$ cat config.mk
export PLATFORM = sky130hd
export DESIGN_NAME = stream_byte_deserializer_flat
export DESIGN_NICKNAME = d
export VERILOG_FILES = /design/src/rtl/stream_byte_deserializer_pkg.sv /design/src/rtl/stream_byte_deserializer_if.sv /design/src/rtl/stream_byte_deserializer.sv /design/src/flat_wrapper.sv
export SDC_FILE = /design/constraint.sdc
export NUM_CORES = 1
export LEC_CHECK = 0
export ABC_AREA = 1
export CAP_MARGIN = 20
export CORE_MARGIN = 2
export CORE_UTILIZATION = 45
export CTS_CLUSTER_SIZE = 28
export DETAILED_ROUTE_END_ITERATION = 10
export PLACE_DENSITY = 0.67
export SLEW_MARGIN = 20
export SYNTH_ARGS = -nofsm -noshare
export SYNTH_HDL_FRONTEND = slang
export SYNTH_SLANG_ARGS = --single-unit
$ cat constraint.sdc
create_clock -name clk -period 2.2 [get_ports clk]
set_input_delay 0.44 -clock clk [delete_from_list [all_inputs] [get_ports clk]]
set_output_delay 0.44 -clock clk [all_outputs]
set_load 0.005 [all_outputs]
$ cat src/rtl/stream_byte_deserializer_pkg.sv
// Shared primitives for the byte-stream framework, extended with the
// deserializer state encoding and a byte-keep mask helper.
package stream_byte_deserializer_pkg;

    localparam int BYTE_W = 8;

    typedef logic [7:0]  ulogic8_t;
    typedef logic [31:0] ulogic32_t;

    localparam logic TRUE  = 1'b1;
    localparam logic FALSE = 1'b0;

    typedef enum logic [1:0] {
        COLLECT = 2'd0,
        HOLD    = 2'd1,
        FLUSH   = 2'd2
    } deser_state_t;

    // Contiguous low-order mask of nbytes ones (nbytes <= 8).
    function automatic logic [7:0] keep_mask(input int unsigned nbytes);
        return 8'((16'd1 << nbytes) - 16'd1);
    endfunction

endpackage

$ cat src/rtl/stream_byte_deserializer_if.sv
// Byte-in / word-out valid-ready channel pair of the deserializer.
interface stream_byte_deserializer_if
    import stream_byte_deserializer_pkg::*;
#(
    parameter int NUM_BYTES = 4
);
    localparam int DATA_W = BYTE_W * NUM_BYTES;

    logic                 s_valid;
    logic                 s_ready;
    ulogic8_t             s_data;
    logic                 s_last;
    logic                 m_valid;
    logic                 m_ready;
    logic [DATA_W-1:0]    m_data;
    logic [NUM_BYTES-1:0] m_keep;
    logic                 m_last;

    // Deserializer side.
    modport slave (
        input  s_valid, s_data, s_last, m_ready,
        output s_ready, m_valid, m_data, m_keep, m_last
    );

    // Environment side: byte source and word sink.
    modport master (
        output s_valid, s_data, s_last, m_ready,
        input  s_ready, m_valid, m_data, m_keep, m_last
    );

endinterface

$ cat src/rtl/stream_byte_deserializer.sv
// Collects LSB-first bytes into NUM_BYTES-wide words; s_last closes a word
// early with a contiguous keep mask. One registered output word.
module stream_byte_deserializer
    import stream_byte_deserializer_pkg::*;
#(
    parameter int NUM_BYTES = 4
) (
    input  logic                       clk,
    input  logic                       rst_n,
    input  logic                       flush,
    stream_byte_deserializer_if.slave  bus,
    output logic                       ovf_err
);

    localparam int DATA_W = BYTE_W * NUM_BYTES;
    localparam int CNT_W  = $clog2(NUM_BYTES);
    localparam logic [CNT_W-1:0] LAST_IDX = CNT_W'(NUM_BYTES - 1);

    deser_state_t         r_state, w_state_nxt;
    logic                 r_en;
    logic [CNT_W-1:0]     r_cnt;
    logic [DATA_W-1:0]    r_asm;
    logic [DATA_W-1:0]    r_mdata;
    logic [NUM_BYTES-1:0] r_mkeep;
    logic                 r_mlast;
    logic                 r_mvalid;
    logic [NUM_BYTES-1:0] r_pkeep;
    logic                 r_plast;
    logic                 r_ovf;

    logic                 w_out_free;
    logic                 w_s_ready;
    logic                 w_acc;
    logic                 w_done;
    logic                 w_hold_rel;
    logic [DATA_W-1:0]    w_merged;
    logic [NUM_BYTES-1:0] w_keep;

    // r_en keeps s_ready low until the first edge after reset release.
    assign w_out_free = !r_mvalid || bus.m_ready;
    assign w_s_ready  = (r_state == COLLECT) && r_en && w_out_free;
    assign w_acc      = bus.s_valid && w_s_ready && !flush;
    assign w_done     = w_acc && ((r_cnt == LAST_IDX) || bus.s_last);
    assign w_hold_rel = (r_state == HOLD) && w_out_free;
    assign w_merged   = r_asm | (DATA_W'(bus.s_data) << (BYTE_W * r_cnt));
    assign w_keep     = NUM_BYTES'(keep_mask(int'(r_cnt) + 1));

    // State register.
    always_ff @(posedge clk or negedge rst_n) begin
        if (!rst_n) r_state <= COLLECT;
        else        r_state <= w_state_nxt;
    end

    // Next state. HOLD only guards against a word completing with the output
    // register still occupied; the s_ready gating keeps it unreachable.
    always_comb begin
        w_state_nxt = r_state;
        case (r_state)
            COLLECT: begin
                if (flush)                      w_state_nxt = FLUSH;
                else if (w_done && !w_out_free) w_state_nxt = HOLD;
            end
            HOLD:    if (w_out_free) w_state_nxt = COLLECT;
            FLUSH:   if (!flush)     w_state_nxt = COLLECT;
            default:                 w_state_nxt = COLLECT;
        endcase
    end

    // Counter, assembly register, output register and sticky error.
    always_ff @(posedge clk or negedge rst_n) begin
        if (!rst_n) begin
            r_en     <= FALSE;
            r_cnt    <= '0;
            r_asm    <= '0;
            r_mdata  <= '0;
            r_mkeep  <= '0;
            r_mlast  <= FALSE;
            r_mvalid <= FALSE;
            r_pkeep  <= '0;
            r_plast  <= FALSE;
            r_ovf    <= FALSE;
        end else begin
            r_en <= TRUE;
            if (flush && bus.s_valid && w_s_ready) r_ovf <= TRUE;

            // A parked HOLD word survives flush; anything else partial is dropped.
            if (flush && r_state != HOLD) begin
                r_cnt <= '0;
                r_asm <= '0;
            end else if (w_done) begin
                r_cnt <= '0;
                if (w_out_free) begin
                    r_asm <= '0;
                end else begin
                    r_asm   <= w_merged;
                    r_pkeep <= w_keep;
                    r_plast <= bus.s_last;
                end
            end else if (w_acc) begin
                r_asm <= w_merged;
                r_cnt <= r_cnt + CNT_W'(1);
            end else if (w_hold_rel) begin
                r_asm <= '0;
            end

            if (w_done && w_out_free) begin
                r_mdata  <= w_merged;
                r_mkeep  <= w_keep;
                r_mlast  <= bus.s_last;
                r_mvalid <= TRUE;
            end else if (w_hold_rel) begin
                r_mdata  <= r_asm;
                r_mkeep  <= r_pkeep;
                r_mlast  <= r_plast;
                r_mvalid <= TRUE;
            end else if (r_mvalid && bus.m_ready) begin
                r_mvalid <= FALSE;
            end
        end
    end

    assign bus.s_ready = w_s_ready;
    assign bus.m_valid = r_mvalid;
    assign bus.m_data  = r_mdata;
    assign bus.m_keep  = r_mkeep;
    assign bus.m_last  = r_mlast;
    assign ovf_err     = r_ovf;

`ifndef SYNTHESIS
    a_no_hold: assert property (@(posedge clk) disable iff (!rst_n)
        r_state != HOLD);

    a_out_stable: assert property (@(posedge clk) disable iff (!rst_n)
        bus.m_valid && !bus.m_ready |=> bus.m_valid && $stable(bus.m_data)
            && $stable(bus.m_keep) && $stable(bus.m_last));

    a_in_stable: assert property (@(posedge clk) disable iff (!rst_n)
        bus.s_valid && !bus.s_ready |=> bus.s_valid && $stable(bus.s_data)
            && $stable(bus.s_last));

    a_keep_contig: assert property (@(posedge clk) disable iff (!rst_n)
        bus.m_valid |-> (bus.m_keep != '0) && ((bus.m_keep & (bus.m_keep + 1'b1)) == '0));
`endif

endmodule

$ cat src/flat_wrapper.sv
// flat-port wrapper written by rule: the top's interface ports become plain ports
module stream_byte_deserializer_flat import stream_byte_deserializer_pkg::*;
#(
    parameter int NUM_BYTES = 4
)
  (clk, rst_n, flush, ovf_err, bus_s_valid, bus_s_data, bus_s_last, bus_m_ready, bus_s_ready, bus_m_valid, bus_m_data, bus_m_keep, bus_m_last);
  stream_byte_deserializer_if #(.NUM_BYTES(NUM_BYTES)) bus_i ();
  input  logic clk;
  input  logic rst_n;
  input  logic flush;
  output logic ovf_err;
  input wire logic [$bits(bus_i.s_valid)-1:0] bus_s_valid;
  input wire logic [$bits(bus_i.s_data)-1:0] bus_s_data;
  input wire logic [$bits(bus_i.s_last)-1:0] bus_s_last;
  input wire logic [$bits(bus_i.m_ready)-1:0] bus_m_ready;
  output wire logic [$bits(bus_i.s_ready)-1:0] bus_s_ready;
  output wire logic [$bits(bus_i.m_valid)-1:0] bus_m_valid;
  output wire logic [$bits(bus_i.m_data)-1:0] bus_m_data;
  output wire logic [$bits(bus_i.m_keep)-1:0] bus_m_keep;
  output wire logic [$bits(bus_i.m_last)-1:0] bus_m_last;
  assign bus_i.s_valid = bus_s_valid;
  assign bus_i.s_data = bus_s_data;
  assign bus_i.s_last = bus_s_last;
  assign bus_i.m_ready = bus_m_ready;
  assign bus_s_ready = bus_i.s_ready;
  assign bus_m_valid = bus_i.m_valid;
  assign bus_m_data = bus_i.m_data;
  assign bus_m_keep = bus_i.m_keep;
  assign bus_m_last = bus_i.m_last;
  stream_byte_deserializer #(.NUM_BYTES(NUM_BYTES)) u_core (.clk(clk), .rst_n(rst_n), .flush(flush), .bus(bus_i), .ovf_err(ovf_err));
endmodule
==> flow_summary.toml, run 1 <==
[place]
gp_congestion = 0.787
dp.final_hpwl_um = 6620
placedInstanceArea_mm2 = 0.00468
dp_cells = 621
port_buffers = 53

[floorplanning]
die-area_mm2 = 0.00962
coreArea_mm2 = 0.00864
die_y_um = 98.1
ioPinCount = 54
initial_core_util_pct = 46.1
die_w_um = 98.1
rows = 34

[power]
p_per_area_mw_per_mm2 = 699
peakVddDrop_mv = 0.338
p_leak_uw = 0.00232
switching_power_uw = 840
intPower_uw = 2610
combPwrFrac_pct = 13.1
total_power_uw = 3450
pwr-share-seq_pct = 47.2
p_sw_share_pct = 24.4
power_frac_clock_pct = 39.7

[clock_network]
cts_tree = "built"
root_buffer = "clkbuf_8"
clk_pin_slew_worst_paths_ns = 0.09
post-cts-setup-buffer-count = 0
clock-sinks = 81
cts_inserted_buffers = 9
cts-resized-gates = 0
cts_hold_buf = 0
cts_htree_levels = 3
clkLatencyLatePin_ns = 0.35
clockBufferDepth = 2

[routing]
drt_iter0_drc = 242
wl_per_cell_um = 16.3
drt_wl_total_um = 10400
ant_nets = 0
viasPerCell = 5.52
dr.pass1.iters = 5
num_vias = 3519
drc_errors = 0

[sta]
max_freq_mhz = 478
rsz0062_at_grt = "false"
hold_viol_final = 0
tns_ns = 0
slew_violations = 0
clock_skew_ns = 0.00800
period_share_pct = 95.1
fin_crit_ns = 2.09
finalSetupViolCount = 0

[final_layout]
drive_gt1_share_pct = 8.32
finish.net_count = 542
finalNonFillerCells = 637
nFillCells = 780
diodes = 0
syn2layout_area_growth_pct = 23.8
design_area_mm2 = 0.00493

[logic_synthesis]
syn_area_mm2 = 0.00398
syn-instance-count = 479
ys_seq_elements = 81
yosysWarnings = 0
synth.area.top_cells = "dfrtp_1 (51%), nand3_1 (18%), nand2_1 (7.4%), nand3b_1 (4.7%), o21ai_0 (4.0%)"
yosysTopAreaCell = "dfrtp_1"
synth_commonest_cells = "nand3_1 (142), dfrtp_1 (81), nand2_1 (79), inv_1 (39), o21ai_0 (32)"
synth.avg_cell_area_um2 = 8.32
netlist.area_leader.share_pct = 50.9
synth.most_common_cell = "nand3_1"
synth-edff-count = 0
ys.flop_type = "dfrtp_1"
yosysUniqueCellTypes = 24
ys_seq_area_share_pct = 50.9
syn_nets = 497
async_flop_share_pct = 100

[global_route]
antenna_found_initial = 0
grt_overflow = 0
grt_max_degree = 38
grt_usage_pct = 22.4
grt_pass1_wl_um = 17400
grt_pass1_vias = 3459

[critical_path]
cp.arrival_ns = 1.65
critPathMaxFanout = 2
cp-start-kind = "primary input"
endpoint_kind = "output port"
crit_required_ns = 1.76
path_class = "in -> out"

[flow_run]
drv_cap = 0

[status]
status = "completed"

[min_path]
hold_path.class = "in -> async"
flip-flops by register name (all words and copies together), names as in the netlist:
register	cells
u_core.r_cnt	2
u_core.r_state	2
u_core.bus.m_valid	1
u_core.r_pkeep	4
u_core.r_en	1
u_core.ovf_err	1
u_core.bus.m_keep	4
u_core.bus.m_data	32
u_core.r_asm	32
u_core.r_plast	1
u_core.bus.m_last	1
layer usage:
metal  vias up  global-route usage (%)  share of wire (%)
met2       114                    36.2                 48
met3        19                    3.44                5.7
met1      1713                    30.9                 45
li1       1673                       -                  -
met4         0                    8.23                1.7
met5         -                       0                  0
placed cells by master (no fill, tap or decap), types with 2 or more instances in the layout:
master             n
o21ai_1           12
bufinv_16          3
nand3_1          142
nor2_1            13
ha_1               4
clkinvlp_4         2
inv_1             39
clkinv_1           2
clkbuf_8          10
buf_4             16
buf_12             6
o21ai_0           32
nand3b_1          25
dfrtp_1           81
nand2_1           79
clkdlybuf4s50_1   52
kinds of logic (layout without fill, tap and decap cells):
kind of cell / after synthesis / count (layout) / synth area share [%]
buf+inv: 81 / 131 / 8.83
xor+xnor: 1 / 1 / 0.220
simple gates: 266 / 266 / 33.0
compound gates: 45 / 45 / 5.72
other cells: 1 / 1 / 0.0941
fa+ha+maj: 4 / 4 / 1.26
flops: 81 / 81 / 50.9
worst max-delay path: stages:
cell             delay, ns
clkdlybuf4s50_1       0.45
inv_1                 0.04
nand2_1               0.06
inv_1                 0.05
nor2_2                0.11
clkdlybuf4s50_1       0.50
layout make-up:
type                    count  area (um^2)  share of cell area [%]
clock inverters             6          114                    2.31
repair buffers             74          761                    15.4
clock buffers              10          138                    2.79
inverters                  41          154                    3.12
well taps                 108          135                    2.74
flip-flops and latches     81         2030                    41.1
multi-input cells         317         1610                    32.5
metrics by stage:
step                hold WS [ns]  setup slack (ns)  utilization [%]
detailed placement         0.367             0.102             54.2
floorplan                  0.144             0.613                -
finish                    0.0139             0.108             57.1
CTS                       0.0161             0.100             57.1
global placement           0.366             0.112             54.2
global route              0.0241            0.0250             57.1
path summary, 6_finish.rpt:
kind / start / to / slack, ns / depth (start not counted)
setup / recovery: bus_m_ready / bus_s_ready / 0.11 / 6
hold / removal: rst_n / u_core.bus.m_last / 0.01 / 1
setup reg to reg: u_core.r_cnt[0] / u_core.bus.m_data[26] / 0.40 / 7
hold reg to reg: u_core.r_pkeep[0] / u_core.r_pkeep[0] / 0.38 / 0
max in group asynchronous: rst_n / u_core.bus.m_data[3] / 1.54 / 2
min in group clk: u_core.r_pkeep[0] / u_core.r_pkeep[0] / 0.38 / 0
power groups by stage:
stage / sequential [uW] / combinational [uW] / clock (uW)
detailed placement: 1660 / 455 / 0
global placement: 1650 / 452 / 0
CTS: 1630 / 457 / 1380
global route: 1640 / 495 / 1440
floorplan: 1660 / 160 / 0
finish: 1630 / 450 / 1370
No activity file was read; power rests on OpenSTA's default activity.
==> inputs of run 2 (changes only) <==
- CORE_UTILIZATION: 45 -> 25
- PLACE_DENSITY: 0.67 -> unset
==> flow_summary.toml, run 2 (same netlist as run 1, synthesis figures left out) <==
[final_layout]
finish.net_count = 541
nFillCells = 1612
final_common_cell = "nand3_1"
diodes = 0
post-route-util_pct = 32.9
design_area_mm2 = 0.00517
regArea_mm2 = 0.00203
drive_gt1_share_pct = 7.77
most-common-layout-cells = "nand3_1 (142), dfrtp_1 (81), nand2_1 (79)"
syn2layout_area_growth_pct = 29.8
multi_input_area_mm2 = 0.00161

[clock_network]
cts_htree_levels = 3
clkLatencyLatePin_ns = 0.34
clk_pin_slew_worst_paths_ns = 0.06
clock-sinks = 81
clockBufferDepth = 2
cts-resized-gates = 0
cts_tree = "built"
cts_inserted_buffers = 9
root_buffer = "clkbuf_16"

[min_path]
whs_endpoint = "u_core.r_pkeep[3]"
hold_depth = 0
hold_path.class = "reg -> reg"
worstHoldStart = "u_core.r_pkeep[3]"

[floorplanning]
die_w_um = 130
ioPinCount = 54
initial_core_util_pct = 25.4
coreArea_mm2 = 0.0157
die_y_um = 130
rows = 46
die-area_mm2 = 0.0170

[critical_path]
r2r-end = "u_core.r_asm[22]"
rrSetupSlack_ns = 0.38
reg2reg_depth = 6
cp.arrival_ns = 1.68
rr_startpoint = "u_core.r_cnt[0]"
critPathMaxFanout = 2
path_class = "in -> out"
cp-start-kind = "primary input"
endpoint_kind = "output port"
crit_required_ns = 1.76

[routing]
num_vias = 3533
drt_iter0_drc = 319
wl_per_cell_um = 14.9
viasPerCell = 4.75
drt_wl_total_um = 11100
ant_nets = 0
dr.pass1.iters = 7
drc_errors = 0

[status]
status = "completed"

[global_route]
grt_max_degree = 43
grt_usage_pct = 13.8
antenna_found_initial = 0
grt_overflow = 0
grt_pass1_wl_um = 18200
grt_pass1_vias = 3556

[sta]
fin_crit_ns = 2.12
tns_ns = 0
clock_skew_ns = 0.00601
slew_violations = 0
max_freq_mhz = 473
period_share_pct = 96.2
rsz0062_at_grt = "false"
finalSetupViolCount = 0
hold_viol_final = 0

[power]
p_per_area_mw_per_mm2 = 757
p_leak_uw = 0.00238
peakVddDrop_mv = 0.403

[flow_run]
drv_cap = 0

[place]
placedInstanceArea_mm2 = 0.00480
gp_congestion = 0.775
dp.final_hpwl_um = 7230
port_buffers = 53
==> run 2: cell count changes in the layout (fill, tap and decap cells not counted) <==
cell           previous run  this run
buf_4                    16        14
clkbuf_16                 0         9
clkinvlp_4                2         0
dlygate4sd3_1             0         1
bufinv_16                 3         4
inv_6                     1         0
clkbuf_1                  0         1
clkbuf_8                 10         0
clkinv_2                  0         2
==> run 2: timing repair <==
action | in CTS | in global routing
hold buffers | 1 | 0
hold endpoints to repair | 10 | 0
buffers inserted | 0 | 0
==> run 2: through the flow <==
stage	setup WS (ns)	hold WS, ns	total power [uW]	cells
2_1_floorplan	0.613	0.144	1820	479
5_1_grt	0.0139	0.385	4080	744
4_1_cts	0.0730	0.379	3960	744
6_report	0.0836	0.374	3920	744
3_5_place_dp	0.0769	0.301	2130	727
3_3_place_gp	0.0935	0.299	2120	727
==> run 2: worst max-delay path by stage <==
stage	start	endpoint	slack, ns	cells past startpoint
finish	bus_m_ready	bus_s_ready	0.08	6
global route	bus_m_ready	bus_s_ready	0.01	6
CTS	bus_m_ready	bus_s_ready	0.07	6
detailed placement	bus_m_ready	bus_s_ready	0.08	6
global placement	bus_m_ready	bus_s_ready	0.09	6
floorplan	u_core.r_cnt[0]	u_core.bus.m_keep[2]	0.61	7
==> run 2: metal layers <==
| layer | track usage [%] | vias to the layer above | share of wire [%] |
|---|---|---|---|
| met4 | 4.49 | 0 | 2.0 |
| li1 | - | 1683 | - |
| met3 | 3.90 | 19 | 5.7 |
| met5 | 0 | - | 0 |
| met1 | 17.9 | 1739 | 46 |
| met2 | 22.3 | 92 | 46 |
==> run 2: worst max-delay path, cell delays in order <==
cell             delay [ns]
clkdlybuf4s50_1        0.46
inv_1                  0.04
nand2_1                0.06
inv_1                  0.05
nor2_2                 0.12
clkdlybuf4s50_1        0.51
==> run 2: layout make-up <==
type / count / share of cell area (%)
Multi-Input combinational cell: 317 / 31.0
Timing Repair Buffer: 73 / 14.6
Sequential cell: 81 / 39.2
Tap cell: 216 / 5.23
Inverter: 41 / 2.98
Clock buffer: 10 / 4.43
Clock inverter: 6 / 2.52
==> run 2: report_power, final <==
part | internal, uW | switching (uW) | total, uW | leakage, uW
registers | 1580 | 56.2 | 1640 | 0.00110
clock network | 1220 | 603 | 1820 | 0.000176
logic | 241 | 217 | 457 | 0.00110
